[src/rtl/controle_paridade.sv]
// controle_paridade
//   Frame-level parity controller. Words of WIDTH bits arrive over a
//   valid/ready handshake. Parity is accumulated over FRAME_LEN words, and the
//   frame result is presented over a second valid/ready handshake.
//
//   Optional feature macro: PARIDADE_CHECK_EN
//     defined   : exp_parity is registered with the last word of the frame and
//                 res_mismatch reports res_parity != exp_parity.
//     undefined : exp_parity is ignored and res_mismatch is tied to 0.
//
//   Ports
//     clk, rst      rising-edge clock, synchronous active-high reset
//     clear         synchronous frame abort (drops partial frame and result)
//     in_data       input word
//     in_valid      word offered
//     in_ready      controller can take a word
//     exp_parity    expected frame parity, sampled with the last word
//     res_valid     frame result available
//     res_ready     consumer takes the result
//     res_parity    frame parity (XOR of all bits, inverted when ODD_MODE=1)
//     res_odd_cnt   number of odd-parity words in the frame
//     res_mismatch  res_parity differs from the sampled exp_parity
//     busy          frame in progress or result pending
//
//   state  | meaning
//   IDLE   | no frame in progress, accumulators at zero
//   ACCUM  | at least one word of the frame taken, waiting for the rest
//   REPORT | result held on res_*, waiting for res_ready
module controle_paridade #(
  parameter int unsigned WIDTH     = 8,
  parameter int unsigned FRAME_LEN = 4,
  parameter int unsigned ODD_MODE  = 0,
  localparam int unsigned CW       = $clog2(FRAME_LEN + 1)
) (
  input  logic             clk,
  input  logic             rst,
  input  logic             clear,
  input  logic [WIDTH-1:0] in_data,
  input  logic             in_valid,
  output logic             in_ready,
  input  logic             exp_parity,
  output logic             res_valid,
  input  logic             res_ready,
  output logic             res_parity,
  output logic [CW-1:0]    res_odd_cnt,
  output logic             res_mismatch,
  output logic             busy
);

  typedef enum logic [1:0] {
    IDLE   = 2'd0,
    ACCUM  = 2'd1,
    REPORT = 2'd2
  } state_t;

  localparam logic ODD_BIT = (ODD_MODE != 0);

  state_t        state_q;
  state_t        state_d;
  logic          acc_q;
  logic [CW-1:0] odd_q;
  logic [CW-1:0] cnt_q;
  logic          res_par_q;
  logic [CW-1:0] res_cnt_q;

  logic          wp;
  logic          take;
  logic          last_word;
  logic          res_take;
  logic [CW-1:0] odd_next;

  assign wp        = ^in_data;
  assign in_ready  = (state_q != REPORT) && !clear && !rst;
  assign take      = in_valid && in_ready;
  assign last_word = take && (cnt_q == CW'(FRAME_LEN - 1));
  assign res_take  = (state_q == REPORT) && res_ready;

  // The count can never pass FRAME_LEN within one frame; the guard keeps the
  // output bounded even if the counter were ever disturbed.
  assign odd_next = (wp && (odd_q != CW'(FRAME_LEN))) ? odd_q + CW'(1) : odd_q;

  always_ff @(posedge clk) begin
    if (rst) begin
      state_q <= IDLE;
    end else begin
      state_q <= state_d;
    end
  end

  always_comb begin
    state_d = state_q;
    unique case (state_q)
      IDLE: begin
        if (take) begin
          state_d = last_word ? REPORT : ACCUM;
        end
      end
      ACCUM: begin
        if (last_word) begin
          state_d = REPORT;
        end
      end
      REPORT: begin
        if (res_ready) begin
          state_d = IDLE;
        end
      end
      default: state_d = IDLE;
    endcase
    if (clear) begin
      state_d = IDLE;
    end
  end

  // Accumulators restart at zero on the last word, so a frame begun in IDLE
  // and one continued in ACCUM share the same update path.
  always_ff @(posedge clk) begin
    if (rst || clear) begin
      acc_q     <= 1'b0;
      odd_q     <= '0;
      cnt_q     <= '0;
      res_par_q <= 1'b0;
      res_cnt_q <= '0;
    end else if (last_word) begin
      acc_q     <= 1'b0;
      odd_q     <= '0;
      cnt_q     <= '0;
      res_par_q <= acc_q ^ wp ^ ODD_BIT;
      res_cnt_q <= odd_next;
    end else if (take) begin
      acc_q <= acc_q ^ wp;
      odd_q <= odd_next;
      cnt_q <= cnt_q + CW'(1);
    end else if (res_take) begin
      res_par_q <= 1'b0;
      res_cnt_q <= '0;
    end
  end

  assign res_valid   = (state_q == REPORT);
  assign busy        = (state_q != IDLE);
  assign res_parity  = res_par_q;
  assign res_odd_cnt = res_cnt_q;

`ifdef PARIDADE_CHECK_EN
  logic exp_q;

  always_ff @(posedge clk) begin
    if (rst || clear) begin
      exp_q <= 1'b0;
    end else if (last_word) begin
      exp_q <= exp_parity;
    end
  end

  assign res_mismatch = res_valid && (res_par_q ^ exp_q);
`else
  logic unused_exp_parity;
  assign unused_exp_parity = exp_parity;
  assign res_mismatch      = 1'b0;
`endif

endmodule

[config.mk]
export PLATFORM = sky130hd
export DESIGN_NAME = controle_paridade
export DESIGN_NICKNAME = d
export VERILOG_FILES = /design/src/rtl/controle_paridade.sv
export SDC_FILE = /design/constraint.sdc
export NUM_CORES = 1
export LEC_CHECK = 0
export CORE_MARGIN = 2
export CORE_UTILIZATION = 34
export CTS_BUF_LIST = sky130_fd_sc_hd__clkbuf_8 sky130_fd_sc_hd__clkbuf_16
export DETAILED_ROUTE_END_ITERATION = 8
export DONT_BUFFER_PORTS = 1
export PLACE_DENSITY = 0.46
export SLEW_MARGIN = 10
export SYNTH_ARGS = -nofsm -noshare
export SYNTH_HDL_FRONTEND = slang
export SYNTH_SLANG_ARGS = --single-unit
[constraint.sdc]
create_clock -name clk -period 1.48 [get_ports clk]
set_clock_uncertainty 0.1 [all_clocks]
set_input_delay 0.222 -clock clk [delete_from_list [all_inputs] [get_ports clk]]
set_output_delay 0.222 -clock clk [all_outputs]
set_load 0.005 [all_outputs]
==> impl_metrics.py <==
metrics = {
    "status": {
        "status": "complete, but fails checks",
        "violations": "negative setup slack",
    },
    "placement": {
        "dp_hpwl_um": 1240,
        "post-place-ws_ns": -0.1442,
        "gp_congestion": 0.7355,
        "io_buffer_count": 0,
    },
    "min_path": {
        "hold-path-cell-count": 2,
        "hold_class": "in2reg",
        "hp-start": "in_valid",
    },
    "timing": {
        "worst_slack_ns": -0.01277,
        "drv_slew": 0,
        "setup_viol": 3,
        "rsz0062_at_grt": "yes",
        "fmax_mhz": 669.9,
        "hold_violations": 0,
        "fin_crit_sh_pct": 100.9,
        "fin_crit_ns": 1.493,
    },
    "synth": {
        "synth_area_leader_cell": "dfxtp_1",
        "ys_top_cells_by_area": "dfxtp_1, xnor2_1, ha_1, nand3_1, nor2_1",
        "synth.avg_cell_area_um2": 8.528,
        "synth_seq_cells": 13,
        "synth_nets": 105,
        "synth_top_area_share_pct": 35.08,
        "netlist_instances": 87,
        "synth.distinct_cells": 34,
        "seq_area_frac_synth_pct": 35.08,
        "yosys_warnings": 0,
        "syn-cell-area_um2": 742.0,
    },
    "drt": {
        "drt_iter0_drc": 6,
        "ant_nets": 0,
        "vias": 701,
        "avgRoutedWirePerCell_um": 12.05,
        "wl_um": 1687,
        "drc": 0,
        "first_pass_iters": 3,
        "vias_per_cell": 5.007,
    },
    "global_routing": {
        "grt_pass1_vias": 741,
        "grt_pass1_wl_um": 2863,
        "grt-ovfl-total": 0,
        "grt_max_degree": 9,
        "grt.total_usage_pct": 14.64,
        "antenna_found_initial": 0,
    },
    "run": {
        "cap_violations": 0,
    },
    "clock_tree": {
        "clockBufferDepth": 2,
        "path_clk_slew_ns": 0.06,
        "h-tree-depth": 1,
        "cts_root_buf": "clkbuf_8",
        "clkLatencyLatePin_ns": 0.24,
        "cts_tree": "built",
        "numCtsBuffers": 3,
        "cts.sinks": 13,
    },
    "worst_setup_path": {
        "start_kind": "register",
        "reg2reg_depth": 8,
        "arrival_ns": 1.56,
        "crit_type": "reg2reg",
        "crit_required_ns": 1.55,
        "worst_setup_path_end_kind": "register",
        "r2r-start": "cnt_q[0]$_SDFFE_PP0P_",
        "cp_max_fo": 3,
        "crit_start": "cnt_q[0]$_SDFFE_PP0P_",
    },
    "floorplanning": {
        "initial_utilization_pct": 37.06,
        "dieWidth_um": 50.72,
        "die_y_um": 50.72,
        "io_pins": 22,
        "dieArea_um2": 2572,
        "core-area_um2": 2002,
        "rows": 16,
    },
    "layout": {
        "diodes": 0,
        "drive_gt1_share_pct": 40.71,
        "fin_nets": 132,
        "syn2layout_area_growth_pct": 47.72,
        "n_fill_cell": 200,
    },
    "power_and_ir_drop": {
        "p_per_area_nw_per_um2": 823.6,
        "total_power_uw": 902.7,
        "p_leak_nw": 0.4462,
        "ir_drop_uv": 596.3,
    },
}
==> state kept, by name, summed over array words and instances (netlist names) <==
signal / cells
acc_q: 1
cnt_q: 3
odd_q: 3
res_odd_cnt: 3
res_parity: 1
state_q: 2
==> cell type report <==
| cell class | instances | area [µm²] | share of cell area (%) |
|---|---|---|---|
| Timing Repair Buffer | 23 | 172.7 | 15.75 |
| Clock inverter | 1 | 3.754 | 0.3425 |
| Sequential cell | 13 | 264.0 | 24.09 |
| Multi-Input combinational cell | 69 | 563.0 | 51.37 |
| Tap cell | 27 | 33.78 | 3.082 |
| Clock buffer | 3 | 41.29 | 3.767 |
| Inverter | 4 | 17.52 | 1.598 |
==> worst max-delay path: stages (launching register included) <==
cell      delay (ns)
dfxtp_2         0.35
ha_4            0.14
ha_4            0.13
nand2_4         0.06
nor4_4          0.17
buf_4           0.17
a21oi_2         0.03
nand2b_1        0.13
a31oi_1         0.14
==> cells in the final DEF (no fill, tap or decap), types with 2 or more instances in the layout <==
| cell | Yosys | final |
|---|---|---|
| a21o_1 | 2 | 2 |
| a21oi_1 | 5 | 4 |
| a31oi_1 | 2 | 2 |
| and2_1 | 3 | 3 |
| buf_4 | 1 | 23 |
| clkbuf_8 | 0 | 3 |
| dfxtp_1 | 13 | 10 |
| dfxtp_2 | 0 | 3 |
| ha_1 | 4 | 2 |
| ha_4 | 0 | 2 |
| inv_1 | 3 | 4 |
| nand2_1 | 3 | 2 |
| nand3_1 | 9 | 9 |
| nor2_1 | 9 | 8 |
| o21ai_1 | 3 | 3 |
| xnor2_1 | 8 | 4 |
| xnor2_2 | 0 | 4 |
==> Yosys cell counts (all sizes together) <==
library cell and instances:
nor2 9, inv 4, nand3 9, ha 4, nand2b 2, a311oi 1
a21oi 5, nand4 1, a211oi 1, dfxtp 13, xnor2 8, o22ai 1
o221ai 1, and2 3, nand2 3, a41oi 1, a21o 2, xor2 2
nor4 1, nor2b 1, or3 1, mux2i 1, o21ai 4, or2 1
conb 1, nor3 2, and3 1, o21a 1, a31oi 2, buf 1
==> timing repair <==
action                                  CTS  global route
pin swaps                                 8             7
gates resized for setup                  12             4
endpoints found under the hold margin     0             0
hold buffers                              0             0
setup buffers                             2             5
endpoints found under the setup margin    5             8
==> metrics by stage <==
stage | setup TNS, ns | instances | utilization (%) | hold WS [ns] | cell area, µm²
floorplan | -0.07030 | 87 | - | 0.2843 | 780.7
finish | -0.02348 | 140 | 54.75 | 0.05006 | 1096
global placement | -0.3956 | 129 | 46.31 | 0.2905 | 927.1
CTS | -0.2713 | 135 | 51.94 | 0.04668 | 1040
detailed placement | -0.5042 | 129 | 46.31 | 0.3064 | 927.1
global route | -0.3512 | 140 | 54.75 | 0.04557 | 1096
==> per-layer routing <==
metal / global-route usage [%] / wire (µm) / vias up
met2: 26.10 / 757 / 21
met1: 16.42 / 780 / 317
met4: 5.405 / 51 / 0
met5: 0 / 0 / -
li1: - / - / 359
met3: 4.167 / 99 / 4
==> where the power goes <==
group	internal [mW]	switching [mW]	total, mW
Combinational	0.126	0.110	0.235
Sequential	0.354	0.00228	0.356
Clock	0.183	0.128	0.311
Total	0.663	0.240	0.903
==> cell families after synthesis <==
logic type	share of synthesized area [%]
adder cells (fa/ha/maj)	6.746
other	0.5054
XOR/XNOR	12.82
multiplexers	1.349
AND/OR/NAND/NOR	24.28
flip-flops	35.08
AO/OA/AOI/OAI	16.19
buffers and inverters	3.035
==> final timing paths <==
check | to | slack (ns)
worst min register to register | res_parity$_SDFFE_PP0P_ | 0.39
worst max-delay path | res_odd_cnt[1]$_SDFFE_PP0P_ | -0.01
worst max register to register | res_odd_cnt[1]$_SDFFE_PP0P_ | -0.01
worst min-delay path | state_q[0]$_SDFFE_PP0P_ | 0.05
(Power assumes the default switching activity.)
